File: src/rtl/ifetch_unit_if.sv
// Fetch-stage bus: PC input, instruction-memory read port and decode handshake.
// master = ifetch_unit side; slave = PC block / memory / decode side.
// Ports: pc, redirect, imem_en/imem_addr/imem_rdata, instr/instr_pc/instr_valid/instr_ready,
//        fetch_stall, misaligned.
interface ifetch_unit_if #(
  parameter int ADDR_W = 14
);
  logic [31:0]       pc;
  logic              redirect;
  logic              imem_en;
  logic [ADDR_W-1:0] imem_addr;
  logic [31:0]       imem_rdata;
  logic [31:0]       instr;
  logic [31:0]       instr_pc;
  logic              instr_valid;
  logic              instr_ready;
  logic              fetch_stall;
  logic              misaligned;

  modport master (
    input  pc, redirect, imem_rdata, instr_ready,
    output imem_en, imem_addr, instr, instr_pc, instr_valid, fetch_stall, misaligned
  );

  modport slave (
    output pc, redirect, imem_rdata, instr_ready,
    input  imem_en, imem_addr, instr, instr_pc, instr_valid, fetch_stall, misaligned
  );
endinterface

File: src/rtl/ifetch_unit.sv
// Purpose: turn the PC into a synchronous imem read and queue returned words (with PCs) for decode.
// Latency: issue in cycle N, word pushed at end of N+1, instr_valid in N+2; 1 instr/cycle sustained.
// Backpressure: fetch_stall rises when FIFO + in-flight would exceed DEPTH; releases combinationally on instr_ready.
// Ports: clock, reset (sync, active-high); bus (ifetch_unit_if.master):
//   in  pc, redirect, imem_rdata, instr_ready
//   out imem_en, imem_addr, instr, instr_pc, instr_valid, fetch_stall, misaligned
module ifetch_unit #(
  parameter int ADDR_W = 14,
  parameter int DEPTH  = 2
) (
  input  logic          clock,
  input  logic          reset,
  ifetch_unit_if.master bus
);

  localparam int PW = (DEPTH > 1) ? $clog2(DEPTH) : 1;
  localparam int CW = $clog2(DEPTH + 1);

  // FIFO storage; DEPTH is a power of two so the pointers wrap naturally.
  logic [31:0]   r_mem_instr [DEPTH];
  logic [31:0]   r_mem_pc    [DEPTH];
  logic [PW-1:0] r_rd_ptr;
  logic [PW-1:0] r_wr_ptr;
  logic [CW-1:0] r_count;

  // One read may be outstanding; its data shows up on imem_rdata next cycle.
  logic          r_infl;
  logic [31:0]   r_infl_pc;
  logic          r_mis;

  logic          w_valid;
  logic          w_pop;
  logic [CW:0]   w_occ;
  logic          w_gate;
  logic          w_issue;
  logic          w_mis_set;

  assign w_valid = (r_count != '0);
  assign w_pop   = w_valid & bus.instr_ready;

  // Occupancy after this cycle's pop, counting the response still to arrive.
  // A pop implies count >= 1, so this never underflows.
  assign w_occ = {1'b0, r_count} + {{CW{1'b0}}, r_infl} - {{CW{1'b0}}, w_pop};

  // Everything except alignment: an unaligned PC that would otherwise issue
  // is what raises the sticky error.
  assign w_gate    = !reset & !bus.redirect & !r_mis & (w_occ < (CW+1)'(DEPTH));
  assign w_issue   = w_gate & (bus.pc[1:0] == 2'b00);
  assign w_mis_set = w_gate & (bus.pc[1:0] != 2'b00);

  assign bus.imem_en     = w_issue;
  assign bus.imem_addr   = bus.pc[ADDR_W+1:2];
  assign bus.fetch_stall = !w_issue;
  assign bus.instr       = r_mem_instr[r_rd_ptr];
  assign bus.instr_pc    = r_mem_pc[r_rd_ptr];
  assign bus.instr_valid = w_valid;
  assign bus.misaligned  = r_mis;

  always_ff @(posedge clock) begin
    if (reset) begin
      r_count   <= '0;
      r_rd_ptr  <= '0;
      r_wr_ptr  <= '0;
      r_infl    <= 1'b0;
      r_infl_pc <= '0;
      r_mis     <= 1'b0;
      for (int i = 0; i < DEPTH; i++) begin
        r_mem_instr[i] <= '0;
        r_mem_pc[i]    <= '0;
      end
    end else begin
      r_infl <= w_issue;
      if (w_issue) begin
        r_infl_pc <= bus.pc;
      end
      if (w_mis_set) begin
        r_mis <= 1'b1;
      end

      if (bus.redirect) begin
        // Wrong-path flush: drop queued words and the response arriving now.
        r_count  <= '0;
        r_rd_ptr <= '0;
        r_wr_ptr <= '0;
      end else begin
        if (r_infl) begin
          r_mem_instr[r_wr_ptr] <= bus.imem_rdata;
          r_mem_pc[r_wr_ptr]    <= r_infl_pc;
          r_wr_ptr              <= r_wr_ptr + PW'(1);
        end
        if (w_pop) begin
          r_rd_ptr <= r_rd_ptr + PW'(1);
        end
        case ({r_infl, w_pop})
          2'b10:   r_count <= r_count + CW'(1);
          2'b01:   r_count <= r_count - CW'(1);
          default: r_count <= r_count;
        endcase
      end
    end
  end

endmodule

File: src/flat_wrapper.sv
// flat-port wrapper written by rule: the top's interface ports become plain ports
module ifetch_unit_flat 
#(
  parameter int ADDR_W = 14,
  parameter int DEPTH  = 2
)
  (clock, reset, bus_pc, bus_redirect, bus_imem_rdata, bus_instr_ready, bus_imem_en, bus_imem_addr, bus_instr, bus_instr_pc, bus_instr_valid, bus_fetch_stall, bus_misaligned);
  ifetch_unit_if #(.ADDR_W(ADDR_W)) bus_i ();
  input  logic clock;
  input  logic reset;
  input wire logic [$bits(bus_i.pc)-1:0] bus_pc;
  input wire logic [$bits(bus_i.redirect)-1:0] bus_redirect;
  input wire logic [$bits(bus_i.imem_rdata)-1:0] bus_imem_rdata;
  input wire logic [$bits(bus_i.instr_ready)-1:0] bus_instr_ready;
  output wire logic [$bits(bus_i.imem_en)-1:0] bus_imem_en;
  output wire logic [$bits(bus_i.imem_addr)-1:0] bus_imem_addr;
  output wire logic [$bits(bus_i.instr)-1:0] bus_instr;
  output wire logic [$bits(bus_i.instr_pc)-1:0] bus_instr_pc;
  output wire logic [$bits(bus_i.instr_valid)-1:0] bus_instr_valid;
  output wire logic [$bits(bus_i.fetch_stall)-1:0] bus_fetch_stall;
  output wire logic [$bits(bus_i.misaligned)-1:0] bus_misaligned;
  assign bus_i.pc = bus_pc;
  assign bus_i.redirect = bus_redirect;
  assign bus_i.imem_rdata = bus_imem_rdata;
  assign bus_i.instr_ready = bus_instr_ready;
  assign bus_imem_en = bus_i.imem_en;
  assign bus_imem_addr = bus_i.imem_addr;
  assign bus_instr = bus_i.instr;
  assign bus_instr_pc = bus_i.instr_pc;
  assign bus_instr_valid = bus_i.instr_valid;
  assign bus_fetch_stall = bus_i.fetch_stall;
  assign bus_misaligned = bus_i.misaligned;
  ifetch_unit #(.ADDR_W(ADDR_W), .DEPTH(DEPTH)) u_core (.clock(clock), .reset(reset), .bus(bus_i));
endmodule
File: config.mk
export PLATFORM = sky130hd
export DESIGN_NAME = ifetch_unit_flat
export DESIGN_NICKNAME = d
export VERILOG_FILES = /design/src/rtl/ifetch_unit_if.sv /design/src/rtl/ifetch_unit.sv /design/src/flat_wrapper.sv
export SDC_FILE = /design/constraint.sdc
export NUM_CORES = 1
export LEC_CHECK = 0
export BUFFER_PORTS_ARGS = -buffer_cell sky130_fd_sc_hd__buf_4
export CORE_ASPECT_RATIO = 0.75
export CORE_MARGIN = 2
export CORE_UTILIZATION = 59
export CTS_CLUSTER_DIAMETER = 100
export DETAILED_ROUTE_END_ITERATION = 7
export PLACE_DENSITY = 0.85
export SLEW_MARGIN = 25
export SYNTH_ARGS = -nofsm -noshare
export SYNTH_HDL_FRONTEND = slang
export SYNTH_SLANG_ARGS = --single-unit
File: constraint.sdc
create_clock -name clock -period 8.95 [get_ports clock]
set_input_delay 2.685 -clock clock [delete_from_list [all_inputs] [get_ports clock]]
set_output_delay 2.685 -clock clock [all_outputs]
set_load 0.1 [all_outputs]
==> results.md <==
* IO Port Bufs at roughly 150
* CTS tree: built
* Mapped Nets at 589
* Setup TNS at 0 ns
* DIE HEIGHT at 100 um
* Slowest CP cell: xnor2_2
* Worst-skew pair later-pin latency at between 0.4 and 0.5 ns
* Yosys warnings at 0
* Critical Path Start: bus_instr_ready
* Synth-to-Final Area Change at 23.2%
* Worst Path Buf+Inv at 3
* Ant. Diodes at 0
* Final Core Density at 73.6%
* Slew @ Worst Pin at about 0.96 ns
* Fin nets at 710
* Worst Reg2Reg Path Length in Cells at 6
* Core area at ~12,000 sq um
* Worst VDD drop at 0.000146 V
* Clock Pin Slew Worst Setup and Hold Paths at approximately 0.06 ns
* Kind of critical path: in2out
* DRT Pass-1 Iters at 5
* Vias in the first global route at 4,615
* Crit end category: output port
* Io pins at 150
* Count of max-cap constraint violations at 0
* Clock network power share at slightly below 40%
* Min Tclk post-route at slightly above 8 ns
* Slew Limit Fails at 0
* CP delay by family, top: simple AND/OR/NAND/NOR gates
* RePlAce Congestion at 0.837
* Setup Fix Bufs, Post-CTS at 0
* Avg Inst Size Synth at about 14 sq um
* Largest net degree at the start of global routing at 66
* First DRT Iteration DRCs at ~320
* Cell variety after synth at 38
* Lkg Pwr at approximately 3.6 nW
* Area contributors post-synth: edfxtp_1, mux2_2, and2_1, dfxtp_1, nor2b_1
* Global route total overflow at 0
* Max Root-Sink Buffers at 2
* CTS root buf: clkbuf_16
* CP Depth at 8
* Int Pwr at about 1.3 mW
* # rows at 35
* H-tree Lvls at 4
* Worst hold path class: reg2reg
* Synth Instances at 520
* Worst EP required at 6.27 ns
* CTS Buf Count at 17
* Residual DRC at 0
* Power share of the sequential group at between 40% and 50%
* Post-synth top area share at between 50% and 60%
* Vias after detailed routing at 4,392
* Final Cycle Share at about 90%
* FF-to-FF Start: u_core.r_count[1]$_SDFFE_PP0P_
* Crit-path cells: buf_4 > nor2b_1 > o21ai_0 > fa_1 > xnor2_2 > nand3_4 > inv_1 > buf_4
* Switching power at roughly 0.48 mW
* Critical Path AT at between 5 and 6 ns
* CP max stage delay at 0.65 ns
* R2R Path End: u_core.r_infl_pc[28]$_SDFFE_PP0P_
* Post-synthesis sequential area ratio at 63.5%
* Setup violations, final at 0
* Slew HR at 35.5%
* Die Wd at between 100 and 150 um
* First-pass GRT wire length at between 20,000 and 25,000 um
* Initial antenna violation count at 0
* Mapped Area at about 7300 sq um
* Number of gates resized after CTS at 0
* Starting Density at ~60%
* Pwr dens at roughly 200 nW/um^2
* Register bit total from synthesis at roughly 170
* Clk_skew at 0.00905 ns
* Via/cell ratio at 5.36
* Final Hold Viols at 0
* Hold path depth at 2
* RSZ-0062 raised after global routing: false
* Die area at 13,300 sq um
* Peak Freq at around 0.12 GHz
* CP startpoint kind: primary input
* Reg2reg setup slack at approximately 5.7 ns
* Most frequent CP cell: buf_4
* Sw Share at a little over a quarter
* Dpl hpwl at slightly below 9000 um
* Dominant cell type by area after synthesis: edfxtp_1
* Combinational power share at around an eighth
* Tot GR Track Use at between 20% and 30%
* Status: completed
* Antenna Nets Post-Route at 0
* CTS sink count at ~170
* Hold buffers post-CTS at 0
* DR WL/cell at 17.8 um
* Crit path to: bus_imem_en
* Post-Route WL at around 15,000 um
* Ratio of cells with drive above 1 in the final layout at a little over two fifths
* Crit-path max FO at 19
placed cells by master, fill, tap and decap left out, types with 4 or more instances in the layout:
cell type and instances:
clkbuf_16 17, buf_4 152, clkinvlp_4 4, and2_1 128
inv_6 6, nor2b_1 17, dfxtp_1 38, mux2_4 7
a21oi_1 16, edfxtp_1 128, o31ai_1 14, mux2_2 73
nand4_1 14
per-stage QoR:
step	area (sq um)	total power [mW]	hold slack, ns	instances	worst slack (ns)
2_1_floorplan	7280	1.04	0.452	520	1.35
3_3_place_gp	8380	1.09	0.464	788	1.08
3_5_place_dp	8380	1.09	0.472	788	0.986
4_1_cts	8960	1.80	0.481	820	0.976
5_1_grt	8960	1.84	0.495	820	0.704
6_report	8960	1.79	0.485	820	0.885
cell families (layout without fill, tap and decap cells):
family	after synthesis	in the layout	share of synthesized area [%]
xor gates and xnor gates	4	4	0.585
buffers and inverters	53	187	3.94
adders and majority gates	1	1	0.275
DFF	167	167	63.5
muxes	81	81	12.9
and+or+nand+nor	181	181	16.0
AOI/OAI and AO/OA	33	33	2.78
synth_stat cells (all sizes together):
cell and n:
o211ai 1, o31ai 14, or3b 1, dfxtp 39, nor4bb 1, or2 4, a21oi 16, inv 3
nand4 14, xnor2 2, or3 1, o21ai 2, mux2 80, nor2 3, and2 128, fa 1
nor3b 5, nor2b 17, and3b 1, mux2i 1, edfxtp 128, clkbuf 18, nand3 1, nand2 1
xor2 2, nand2b 1, nor3 3, buf 32
worst register-to-register path, delay by kind of cell, from the launching register on:
kind | cells | cell delay (ns)
adder cells (fa/ha/maj) | 1 | 0.49
multiplexers | 1 | 0.44
AO/OA/AOI/OAI | 1 | 0.16
flip-flops | 1 | 0.57
AND/OR/NAND/NOR | 2 | 0.80
XOR/XNOR | 1 | 0.65
per-layer routing:
layer | routed length [um] | GRT usage, % | share of wire (%) | vias up
met4 | 237 | 8.93 | 1.6 | 0
met1 | 6080 | 28.2 | 42 | 2143
li1 | - | - | - | 2086
met3 | 952 | 6.62 | 6.5 | 18
met5 | 0 | 0 | 0 | -
met2 | 7360 | 39.4 | 50 | 145
registers in the layout, indices dropped and copies added, names as in the netlist, named ones only:
name / count
u_core.r_infl: 1
u_core.bus.misaligned: 1
u_core.r_count: 2
u_core.r_mem_pc: 64
u_core.r_mem_instr: 64
u_core.r_infl_pc: 32
u_core.r_rd_ptr: 1
u_core.r_wr_ptr: 1
power by group through the flow:
stage          logic (mW)  clock network [mW]  registers, mW
2_1_floorplan       0.156                   0          0.881
3_5_place_dp        0.212                   0          0.882
5_1_grt             0.220               0.751          0.868
4_1_cts             0.213               0.719          0.866
3_3_place_gp        0.210                   0          0.880
6_report            0.212               0.710          0.865
cell type report:
| cell class | instances | area, sq um |
|---|---|---|
| multi-input combinational | 300 | 2400 |
| timing repair buffer | 152 | 1140 |
| inverter | 3 | 11.3 |
| clock inverter | 14 | 138 |
| tap | 166 | 208 |
| fill | 814 | 3210 |
| clock buffer | 18 | 439 |
| sequential | 167 | 4630 |
worst min-delay path by stage:
stage / start / endpoint / slack (ns)
6_report: u_core.r_infl_pc[21]$_SDFFE_PP0P_ / u_core.r_infl_pc[21]$_SDFFE_PP0P_ / 0.48
2_1_floorplan: u_core.r_infl_pc[12]$_SDFFE_PP0P_ / u_core.r_infl_pc[12]$_SDFFE_PP0P_ / 0.45
5_1_grt: u_core.r_infl_pc[9]$_SDFFE_PP0P_ / u_core.r_infl_pc[9]$_SDFFE_PP0P_ / 0.49
3_5_place_dp: u_core.r_infl_pc[21]$_SDFFE_PP0P_ / u_core.r_infl_pc[21]$_SDFFE_PP0P_ / 0.47
4_1_cts: u_core.r_infl_pc[21]$_SDFFE_PP0P_ / u_core.r_infl_pc[21]$_SDFFE_PP0P_ / 0.48
3_3_place_gp: u_core.r_infl_pc[13]$_SDFFE_PP0P_ / u_core.r_infl_pc[13]$_SDFFE_PP0P_ / 0.46
(Power assumes the default switching activity.)
